## config.mk

```make
export PLATFORM = sky130hd
export DESIGN_NAME = xform_decode_stream
export DESIGN_NICKNAME = d
export VERILOG_FILES = /design/src/rtl/xform_pkg.sv /design/src/rtl/xform_sync_fifo.sv /design/src/rtl/xform_decode_stream.sv
export SDC_FILE = /design/constraint.sdc
export NUM_CORES = 1
export LEC_CHECK = 0
export CAP_MARGIN = 20
export CELL_PAD_IN_SITES_DETAIL_PLACEMENT = 1
export CELL_PAD_IN_SITES_GLOBAL_PLACEMENT = 1
export CORE_UTILIZATION = 45
export CTS_CLUSTER_DIAMETER = 100
export CTS_CLUSTER_SIZE = 8
export DETAILED_ROUTE_END_ITERATION = 8
export PLACE_DENSITY_LB_ADDON = 0.1
export SLEW_MARGIN = 20
export SYNTH_ARGS = -nofsm -noshare
export SYNTH_HDL_FRONTEND = slang
export SYNTH_HIERARCHICAL = 1
export SYNTH_SLANG_ARGS = --single-unit
export TNS_END_PERCENT = 1
```

## constraint.sdc

```tcl
create_clock -name clk -period 3.8 [get_ports clk]
set_input_delay 0.38 -clock clk [delete_from_list [all_inputs] [get_ports clk]]
set_output_delay 0.38 -clock clk [all_outputs]
set_load 0.03 [all_outputs]
```

## src/rtl/xform_pkg.sv

```systemverilog
// Shared field layout and decode function for the 20->10 bit field transform.
// The decode rebuilds the recoverable source bits; bit 0 and bits 19:9 are lost in the forward transform.
package xform_pkg;

   localparam int SRC_W      = 20;
   localparam int ENC_W      = 10;
   localparam int KEY_W      = 2;

   localparam int XOR_LO     = 1;
   localparam int KEY_LO     = 3;
   localparam int INV_LO     = 5;
   localparam int INV_W      = 4;
   localparam int ENC_INV_LO = 2;

   // Encoded bits above the inverted field must be zero in a well-formed word.
   localparam int ENC_CHK_LO = ENC_INV_LO + INV_W;
   localparam int ENC_CHK_W  = ENC_W - ENC_CHK_LO;

   function automatic logic [SRC_W-1:0] xform_decode(input logic [ENC_W-1:0] enc,
                                                      input logic [KEY_W-1:0] key);
      logic [SRC_W-1:0] d;
      d                   = '0;
      d[XOR_LO +: KEY_W]  = enc[KEY_W-1:0] ^ key;
      d[KEY_LO +: KEY_W]  = key;
      d[INV_LO +: INV_W]  = ~enc[ENC_INV_LO +: INV_W];
      return d;
   endfunction

   function automatic logic enc_fmt_bad(input logic [ENC_W-1:0] enc);
      return |enc[ENC_CHK_LO +: ENC_CHK_W];
   endfunction

endpackage

```

## src/rtl/xform_sync_fifo.sv

```systemverilog
// Single-clock FIFO with occupancy count; read data is the entry at the read pointer, zero when empty.
// Push is refused when full and pop when empty, even if requested.
module xform_sync_fifo #(
   parameter int WIDTH = 20,
   parameter int DEPTH = 4
) (
   input  logic                     clk,
   input  logic                     rst,
   input  logic                     push_i,
   input  logic [WIDTH-1:0]         wr_data_i,
   input  logic                     pop_i,
   output logic [WIDTH-1:0]         rd_data_o,
   output logic                     full_o,
   output logic                     empty_o,
   output logic [$clog2(DEPTH):0]   fill_o
);

   localparam int PTR_W  = $clog2(DEPTH);
   localparam int FILL_W = PTR_W + 1;

   logic [WIDTH-1:0]  mem_q [DEPTH];
   logic [PTR_W-1:0]  wr_ptr_q, wr_ptr_d;
   logic [PTR_W-1:0]  rd_ptr_q, rd_ptr_d;
   logic [FILL_W-1:0] fill_q,   fill_d;
   logic              do_push, do_pop;

   assign full_o  = (fill_q == FILL_W'(DEPTH));
   assign empty_o = (fill_q == '0);
   assign fill_o  = fill_q;
   assign do_push = push_i && !full_o;
   assign do_pop  = pop_i && !empty_o;

   // Gating keeps the output at zero while empty, so the unreset storage never leaks out.
   assign rd_data_o = empty_o ? '0 : mem_q[rd_ptr_q];

   // NOTE: every signal assigned here gets a default first so no latch is inferred.
   always_comb begin
      wr_ptr_d = wr_ptr_q;
      rd_ptr_d = rd_ptr_q;
      fill_d   = fill_q;
      if (do_push) wr_ptr_d = wr_ptr_q + 1'b1;
      if (do_pop)  rd_ptr_d = rd_ptr_q + 1'b1;
      case ({do_push, do_pop})
         2'b10:   fill_d = fill_q + 1'b1;
         2'b01:   fill_d = fill_q - 1'b1;
         default: fill_d = fill_q;
      endcase
   end

   // NOTE: state registers use non-blocking assignments so every flop samples pre-edge values.
   always_ff @(posedge clk or posedge rst) begin
      if (rst) begin
         wr_ptr_q <= '0;
         rd_ptr_q <= '0;
         fill_q   <= '0;
      end else begin
         wr_ptr_q <= wr_ptr_d;
         rd_ptr_q <= rd_ptr_d;
         fill_q   <= fill_d;
      end
   end

   // NOTE: the storage array is deliberately not reset; pointers and fill define what is valid.
   always_ff @(posedge clk) begin
      if (do_push) mem_q[wr_ptr_q] <= wr_data_i;
   end

endmodule

```

## src/rtl/xform_decode_stream.sv

```systemverilog
// Decodes encoded result words with their key bits and buffers them between two valid/ready streams.
// Also counts accepted words and flags any accepted word with non-zero unused encoded bits.
module xform_decode_stream
   import xform_pkg::*;
#(
   parameter int DEPTH = 4,
   parameter int CNT_W = 16
) (
   input  logic                   clk,
   input  logic                   rst,
   input  logic                   s_valid,
   output logic                   s_ready,
   input  logic [ENC_W-1:0]       s_enc,
   input  logic [KEY_W-1:0]       s_key,
   output logic                   m_valid,
   input  logic                   m_ready,
   output logic [SRC_W-1:0]       m_dec,
   output logic [$clog2(DEPTH):0] fill,
   output logic [CNT_W-1:0]       word_cnt,
   output logic                   fmt_err,
   input  logic                   clr_err
);

   logic             full, empty;
   logic             accept, pop;
   logic [SRC_W-1:0] dec_word;
   logic [CNT_W-1:0] word_cnt_q, word_cnt_d;
   logic             fmt_err_q,  fmt_err_d;

   assign s_ready  = !full;
   assign m_valid  = !empty;
   assign accept   = s_valid && s_ready;
   assign pop      = m_valid && m_ready;
   assign dec_word = xform_decode(s_enc, s_key);

   xform_sync_fifo #(
      .WIDTH (SRC_W),
      .DEPTH (DEPTH)
   ) u_fifo (
      .clk       (clk),
      .rst       (rst),
      .push_i    (accept),
      .wr_data_i (dec_word),
      .pop_i     (pop),
      .rd_data_o (m_dec),
      .full_o    (full),
      .empty_o   (empty),
      .fill_o    (fill)
   );

   // A bad accept on the same edge as clr_err leaves the flag set.
   always_comb begin
      word_cnt_d = accept ? word_cnt_q + 1'b1 : word_cnt_q;
      fmt_err_d  = (fmt_err_q && !clr_err) || (accept && enc_fmt_bad(s_enc));
   end

   always_ff @(posedge clk or posedge rst) begin
      if (rst) begin
         word_cnt_q <= '0;
         fmt_err_q  <= 1'b0;
      end else begin
         word_cnt_q <= word_cnt_d;
         fmt_err_q  <= fmt_err_d;
      end
   end

   assign word_cnt = word_cnt_q;
   assign fmt_err  = fmt_err_q;

endmodule

```

==> summary.md <==
| Metric | Value |
|---|---|
| Status | complete, no violations |
| Total clock buffers created by CTS | 9 |
| Clock-pin transition on the worst setup and hold timing paths | approximately 0.090 ns |
| Final standard cell count with taps included and fillers excluded | just under 500 |
| Library cell with the highest instance count after synthesis | edfxtp_1 |
| Worst R2R Setup Slack | about 1.3 ns |
| Portion of the post-synthesis area used by sequential elements | about 70% |
| Overall power of the completed layout | between 4 and 5 mW |
| Total number of yosys warnings | 6 |
| Worst-margin pin slew | around 0.95 ns |
| Netlist cell types | 34 |
| Number of global-route vias before repair | 2389 |
| Filler Cell Count | ~900 |
| Area delta synth->final | 24.7% |
| Yosys top cell by area | edfxtp_1 |
| Number of standard-cell rows in the floorplan | 35 |
| Post-placement worst setup slack | roughly 0.98 ns |
| Final worst setup slack | 0.677 ns |
| Inserted Diodes | 0 |
| Root buffer selected by CTS | clkbuf_8 |
| Count of final hold-check violations | 0 |
| Sequential cell area | 0.00300 sq mm |
| RSZ-0062 raised after global routing | false |
| Largest net degree at the start of global routing | 25 |
| Starting DRC count in detailed routing | 60 |
| Placeable core region | just over 0.009 sq mm |
| Detailed Routing Iterations Pass 1 | 4 |
| Cell count after synthesis | 240 |
| Worst hold slack | 0.296 ns |
| Overall die area | around 0.010 sq mm |
| Maximum buffer depth of the clock tree | 2 |
| Main area contributors after synthesis | edfxtp_1, dfrtp_1, mux4_2 |
| Antenna-violating nets left | 0 |
| Resized Gates After CTS | 0 |
| Number of max-slew violations in the final report | 0 |
| Proportion of register bits with asynchronous set or reset after synthesis | a little under a quarter |
| Worst-Skew Late Latency | between 0.3 and 0.4 ns |
| Max-Slew Margin vs Limit | between 30% and 40% |
| Period Utilization, post-route | between 80% and 90% |
| Pwr per Cell Area | between 700 and 800 mW/mm^2 |
| Starting density of the core | 46.8% |
| Final Setup Violations | 0 |
| Worst Path Required | 3.42 ns |
| Arrival time of data at the critical path endpoint | around 2.7 ns |
| Fraction of layout cells with a size suffix above 1 | 14.8% |
| Final setup skew | 0.0122 ns |
| Number of post-CTS setup repair buffers | 0 |
| Type of origin of the critical path | flip-flop |
| TritonCTS clock tree | done |
| Placed cells | roughly 470 |
| Area share of the leading cell type in the synthesized netlist | between 50% and 60% |
| Number of buffers inserted by hold repair at cts | 0 |
| Top post-synthesis cells by count | edfxtp_1, dfrtp_1, mux4_2 |
| Max Clk Rate | 0.320 GHz |
| Die span in y | approximately 100 microns |
| Final critical delay including setup and external delays | around 3.1 ns |
| Antenna violations before repair | 0 |
| Cell area after synthesis | between 0.004 and 0.005 sq mm |
| Routed WL per cell | 15.6 microns |
| Critical path fanouts, max | 14 |
| Area used by multi-input combinational logic | 0.00141 sq mm |
| Total Negative Setup Slacks | 0 ns |
| Total detailed-routing wirelength | ~7600 microns |
| Top-Level Pins | 59 |
| Number of enable-type register cells in the synthesized netlist | 80 |
| Sum of overflow across all layers after global routing | 0 |
| Number of max-capacitance violations reported | 0 |
| Worst IR Drop VDD | between 400 and 500 uV |
| Critical Path Sink Type | output pin |
| Prevailing post-synth register cell | edfxtp_1 |
| Total global-route track usage | between 10% and 20% |
| Via-to-Cell Ratio | 4.62 |
| Detailed-route DRC error count | 0 |
| Global-route wire length before repair | around 12000 microns |
| Leak Pwr | a little over 2 nW |
| H-tree depth | 3 |
| DP HPWL | 5160 microns |
| Horizontal die dimension | between 100 and 150 microns |
| Number of nets in the finished design | 378 |
| GP Congestion | 0.718 |
| Clock net sink count | ~100 |
| Count of buffers inserted at the top-level ports | 58 |
| Average size of a mapped cell | ~18 sq um |
| Post-synthesis sequential element count | between 100 and 150 |
| Vias | 2254 |
| Crit path kind | flip-flop to output pin |
| Worst hold path class | primary input to async pin |
==> kinds of logic after synthesis <==
family	synth area share [%]
other	0.0863
and+or+nand+nor	9.68
AOI/OAI and AO/OA	0.317
xor gates and xnor gates	4.64
buffers and inverters	2.68
muxes	11.3
DFF	69.1
adders and majority gates	2.19
==> critical path, cell delays in order (launching register included) <==
cell and delay [ns]:
dfrtp_1 0.66, buf_4 0.39, mux4_1 0.60, nor2b_1 0.14, clkdlybuf4s50_1 0.60
==> stage by stage <==
step	cell area, sq um	util (%)
detailed placement	5250	56.6
global route	5420	58.4
floorplan	4520	-
CTS	5420	58.4
global placement	5250	56.6
finish	5420	58.4
==> power breakdown <==
group	total (mW)	switching, mW	leakage [nW]	internal [mW]
logic	1.89	0.983	0.952	0.911
clock network	0.603	0.364	0.0840	0.240
registers	1.70	0.204	1.04	1.50
total	4.20	1.55	2.07	2.65
==> layout make-up <==
| cell class | count | area share (%) |
|---|---|---|
| sequential | 104 | 55.4 |
| tap | 129 | 2.98 |
| multi-input combinational | 160 | 26.0 |
| clock buffer | 11 | 2.42 |
| clock inverter | 5 | 0.600 |
| timing repair buffer | 64 | 11.5 |
| inverter | 15 | 1.04 |
==> per-layer routing <==
metal  part of all wire, %  track usage [%]
met2                    53             29.5
met5                     0                0
met3                   3.3             3.69
met1                    43             20.0
met4                   1.2             5.69
==> cells in the final DEF (no fill, tap or decap), types with 4 or more instances in the layout <==
cell type,n
and2_1,4
buf_4,6
clkbuf_8,9
clkdlybuf4s50_1,58
conb_1,48
dfrtp_1,24
edfxtp_1,80
ha_1,6
inv_1,15
mux4_2,18
nand2_1,4
nand3_1,5
nand4_1,5
nor2_1,7
nor2b_1,13
nor2b_4,10
xnor2_1,10
xor2_1,13
==> path summary, 6_finish.rpt <==
| check | from | to | depth (start not counted) |
|---|---|---|---|
| max in group asynchronous | rst | word_cnt[6] | 2 |
| worst max register to register | u_fifo/fill_o[2] | u_fifo/mem_q[1][4] | 5 |
| min in group clk | word_cnt[15] | word_cnt[15] | 1 |
| worst min-delay path | rst | u_fifo/fill_o[0] | 2 |
| worst max-delay path | u_fifo/rd_ptr_q[0] | m_dec[19] | 4 |
| worst min register to register | word_cnt[15] | word_cnt[15] | 1 |
==> registers in the layout (all words and copies together) (netlist names) <==
signal / flops
u_fifo/wr_ptr_q: 2
fmt_err: 1
word_cnt: 16
u_fifo/fill_o: 3
u_fifo/rd_ptr_q: 2
u_fifo/mem_q: 80
No activity file was read; power rests on OpenSTA's default activity.
==> patch 1: new RTL, same settings <==
Register the input `s_key` before use, with the module's reset. The logic sees it one clock later. The other inputs are not delayed to match.
--- a/src/rtl/xform_decode_stream.sv
+++ b/src/rtl/xform_decode_stream.sv
@@ -22,4 +22,14 @@
 );
 
+   logic [KEY_W-1:0] s_key_q;
+
+   always_ff @(posedge clk or posedge rst) begin
+      if (rst) begin
+         s_key_q <= '0;
+      end else begin
+         s_key_q <= s_key;
+      end
+   end
+
    logic             full, empty;
    logic             accept, pop;
@@ -32,5 +42,5 @@
    assign accept   = s_valid && s_ready;
    assign pop      = m_valid && m_ready;
-   assign dec_word = xform_decode(s_enc, s_key);
+   assign dec_word = xform_decode(s_enc, s_key_q);
 
    xform_sync_fifo #(
Check against the original RTL: not equivalent (Yosys sat finds a counterexample within 4 cycles, from zero or initial values and one cycle with rst high).
==> patch 1 against the original RTL <==
Clock skew grew 0.0022 ns; largest cell class unchanged; final area increased by 1.7%; routed wire length rose by 0.55%; total power increased by 1.3%; via count up 0.89%; critical path depth shrank 1; synthesized cell count is the same; utilization is 0.43 points higher; area after synthesis rose by 1.5%; sequential cell count grew 2; worst setup slack better by 0.21 ns.
==> patch 1: results (changes against the original RTL) <==
Status - completed
Skew-Pair Late Insertion Delay - 0.36 ns (about the same)
Setup TNS - 0 ns (unchanged)
Via count - 2274 (+0.89%)
Post-Synth XOR/XNOR Area - 0.04570 (-0.0006713)
Synth area leaders - edfxtp_1, dfrtp_1, mux4_2, nor2b_4, xnor2_1
Most instantiated cells after synthesis - edfxtp_1, dfrtp_1, mux4_2
Max reg flops - 80 (unchanged)
Drt first-iter violations - 71 (+18%)
Clock Tree Buf Depth - 2 (unchanged)
Complex-gate fraction of the synthesized area - 0.003122 (-0.00004586)
Layout cells sized above 1 - 0.1607 (+0.01303)
Post_cts resized - 0 (unchanged)
Setup Viol. Count Final - 0 (unchanged)
Vias in the first global route - 2442 (+2.2%)
Ys async rst share - 0.2453 (+0.01451)
Inst Count DP - 474 (+0.42%)
Final hold vios - 0 (unchanged)
Library cells used by synthesis - 35 (+2.9%)
Clk root buf - clkbuf_8
Arrival time at the worst endpoint - 2.54 ns (-0.20 ns)
Ys Warns - 6 (unchanged)
Reg clk slew, reported paths - 0.09 ns (about the same)
Dominant synthesized flop cell - edfxtp_1
Sequential area share after synthesis - 0.6926 (+0.001347)
CP max-delay cell - dfrtp_1
CTS buffer count - 9 (unchanged)
Worst-case clock skew - 0.01441 ns (+0.002245 ns)
Largest net degree at the start of global routing - 23 (-8.0%)
Total wire length - 7666 um (+0.55%)
Dpl cell area - 5329 um2 (+1.4%)
Worst-Margin Slew - 0.9616 ns (+0.01024 ns)
Leakage - 0.002109 uW (+1.8%)
Syn_area_per_cell - 18.37 um2 (+1.5%)
Worst vdd ir - 0.4081 mV (-3.7%)
Vias per cell - 4.641 (+0.48%)
Port bufs - 58 (unchanged)
Crit path max fanout - 21 (+7)
Slowest stage delay, CP - 0.98 ns (+0.32 ns)
Gpl congestion - 0.6753 (-5.9%)
GRT Total Usage - 0.1660 (about the same)
Initial antenna violation count - 0 (unchanged)
DP Worst Slack - 1.222 ns (+0.2372 ns)
Final layout net count - 380 (+0.53%)
Antenna Cells - 0 (unchanged)
Number of synthesized flops with an enable pin - 80 (unchanged)
First-pass GRT wire length - 12180 um (-0.23%)
Mux share of post-synthesis cell area - 0.1113 (-0.001634)
Drt first pass iters - 4 (unchanged)
Post-DP HPWL - 5132 um (-0.59%)
Synthesized-area fraction occupied by adder cells - 0.02157 (-0.0003169)
-- patch 1: worst paths after layout --
check                                               start                              to  slack, ns  depth (start not counted)
setup / recovery           u_fifo/rd_ptr_q[1]$_DFFE_PP0P_                        m_dec[1]       0.88                          3
hold / removal                                        rst  u_fifo/wr_ptr_q[1]$_DFFE_PP0P_       0.29                          2
setup reg to reg             u_fifo/fill_o[0]$_DFFE_PP0P_    u_fifo/fill_o[2]$_DFFE_PP0P_       1.53                         10
hold reg to reg                  word_cnt[15]$_DFFE_PP0P_        word_cnt[15]$_DFFE_PP0P_       0.50                          1
max in group asynchronous                             rst         word_cnt[0]$_DFFE_PP0P_       2.86                          2
min in group clk                                 s_key[0]            s_key_q[0]$_DFF_PP0_       0.45                          1
-- patch 1: final cells by class --
cell class                 count  area, um2
inverter                      15      56.30
multi-input combinational    159       1425
sequential                   106       3053
fill                         941       3862
timing repair buffer          65      633.1
tap                          129      161.4
clock inverter                 5      38.79
clock buffer                  11      141.4
-- patch 1: layer usage --
layer  vias up  track usage  share of wire
met4         0      0.07915          0.018
met5         -            0              0
li1       1067            -              -
met1      1151       0.1882           0.41
met2        46       0.3019           0.54
met3        10      0.03121          0.029
-- patch 1: where the power goes --
part / total [uW] / internal, uW / switching [uW]
Clock: 625 / 259 / 366
Sequential: 1710 / 1520 / 184
Combinational: 1920 / 917 / 1010
Total: 4260 / 2700 / 1560
-- patch 1: worst max-delay path: cells and delay by family, from the launching register on --
family        cells  cell delay [ns]
buf+inv           1             0.69
simple gates      1             0.16
mux               1             0.34
flops             1             0.98
==> patch 2: new RTL, same settings <==
Made on the original files. Change the package constant `INV_W` from 4 to 6.
--- a/src/rtl/xform_pkg.sv
+++ b/src/rtl/xform_pkg.sv
@@ -10,5 +10,5 @@
    localparam int KEY_LO     = 3;
    localparam int INV_LO     = 5;
-   localparam int INV_W      = 4;
+   localparam int INV_W      = 6;
    localparam int ENC_INV_LO = 2;
 
Check against the original RTL: not equivalent (a bounded check fails within 4 cycles, from zero or initial values and one cycle with rst high).
==> patch 2 against the original RTL <==
Routed wire length up 1.8%; worst setup slack better by 0.12 ns; utilization up 0.34 points; global-route usage up 0.44 points; hold slack better by 0.0014 ns; synthesized cell count up 0.83%; area after synthesis about the same; register-to-register slack better by 0.11 ns; total power up 3.0%; final area up 0.58%; sequential power down 2%; sequential cell count unchanged; critical endpoint is now m_dec[8]; largest cell class unchanged.
==> patch 2: results (changes against the original RTL) <==
DP Worst Slack - 1.078 ns (+0.09266 ns)
Leakage - 0.002088 uW (+0.78%)
Met2 Use GR - 0.2856 (-0.009484)
Non-clock buffering overhead - 0.1176 (+0.002093)
R2r setup slk - 1.37 ns (+0.11 ns)
Mapped Cells - 242 (+0.83%)
Worst-case clock skew - 0.01519 ns (+0.003029 ns)
Status - completed
Worst vdd ir - 0.5027 mV (+19%)
Multi-input logic area - 1374 um2 (-2.4%)
Vias per cell - 4.696 (+1.7%)
Drt first-iter violations - 53 (-12%)
Final layout net count - 374 (-1.1%)
Clkbuf count - 12 (+1)
M1 WL - 3447 um (+6.2%)
Vias in the first global route - 2460 (+3.0%)
Net Sw Frac - 0.3597 (-0.009348)
# fillers - 895 (-0.78%)
Post-DP HPWL - 5063 um (-1.9%)
Largest net degree at the start of global routing - 21 (-16%)
Synth area leaders - edfxtp_1, dfrtp_1, mux4_2, nor2b_4, xor2_1
Layout cells sized above 1 - 0.1549 (+0.007297)
Syn_area_per_cell - 17.97 um2 (-0.74%)
Clk root buf - clkbuf_8
First-pass GRT wire length - 12570 um (+3.0%)
Crit path max fanout - 11 (-3)
Clk tree area frac - 0.03789 (+0.007633)
Inst Count DP - 468 (-0.85%)
Fin Hold WS - 0.2971 ns (+0.001443 ns)
Met2 wire len - 3960 um (-1.9%)
Nonclk inv count - 17 (+2)
Met1 Resource Use GR - 0.2211 (+0.02091)
GRT Total Usage - 0.1705 (+0.004351)
Drt first pass iters - 4 (unchanged)
Area growth from synthesis to layout - 25.32%
Via count - 2273 (+0.84%)
Gpl congestion - 0.6794 (-5.3%)
Multi-input gates - 152 (-5.0%)
Sequential area share after synthesis - 0.6906 (about the same)
Slowest stage delay, CP - 0.71 ns (+0.05 ns)
Library cells used by synthesis - 33 (-2.9%)
Worst-Margin Slew - 0.6517 ns (-0.2996 ns)
Crit path max-delay family - buffers and inverters
H-tree Lvls - 3 (unchanged)
Grt met3 use - 0.02786 (-0.009053)
DR WL/cell - 16.04 um (+2.7%)
Buffers excl. clock - 66 (+3.1%)
Met3 wire length - 218 um (-13%)
Dpl cell area - 5243 um2 (-0.21%)
Final min period - 3.000 ns (-0.1222 ns)
Most instantiated cells after synthesis - edfxtp_1, dfrtp_1, mux4_2
-- patch 2: cell types whose count changed after synthesis, sizes merged --
cell   unedited run  this run
inv              15        17
o21ai             1         2
o41ai             1         0
-- patch 2: power groups by stage --
| stage | sequential, uW | clock (uW) | combinational [uW] |
|---|---|---|---|
| 2_1_floorplan | 1730 | 0 | 1240 |
| 3_3_place_gp | 1680 | 0 | 1960 |
| 3_5_place_dp | 1690 | 0 | 1990 |
| 4_1_cts | 1670 | 728 | 1990 |
| 5_1_grt | 1690 | 777 | 2090 |
| 6_report | 1660 | 705 | 1960 |
-- patch 2: worst paths after layout --
check | startpoint | to | depth (start not counted)
hold / removal | rst | u_fifo/fill_o[0]$_DFFE_PP0P_ | 2
setup reg to reg | u_fifo/fill_o[0]$_DFFE_PP0P_ | u_fifo/fill_o[2]$_DFFE_PP0P_ | 10
min in group clk | word_cnt[15]$_DFFE_PP0P_ | word_cnt[15]$_DFFE_PP0P_ | 1
hold reg to reg | word_cnt[15]$_DFFE_PP0P_ | word_cnt[15]$_DFFE_PP0P_ | 1
setup / recovery | u_fifo/rd_ptr_q[0]$_DFFE_PP0P_ | m_dec[8] | 4
max in group asynchronous | rst | word_cnt[0]$_DFFE_PP0P_ | 2
-- patch 2: cell families (layout without fill, tap and decap cells) --
| group | count (synthesis) | after routing | synth area share |
|---|---|---|---|
| multiplexers | 23 | 23 | 0.1128 |
| adder cells (fa/ha/maj) | 7 | 7 | 0.02187 |
| buffers and inverters | 25 | 99 | 0.02849 |
| AND/OR/NAND/NOR | 57 | 57 | 0.09669 |
| XOR/XNOR | 23 | 23 | 0.04633 |
| AO/OA/AOI/OAI | 2 | 2 | 0.002302 |
| other | 1 | 40 | 0.0008625 |
| flip-flops | 104 | 104 | 0.6906 |
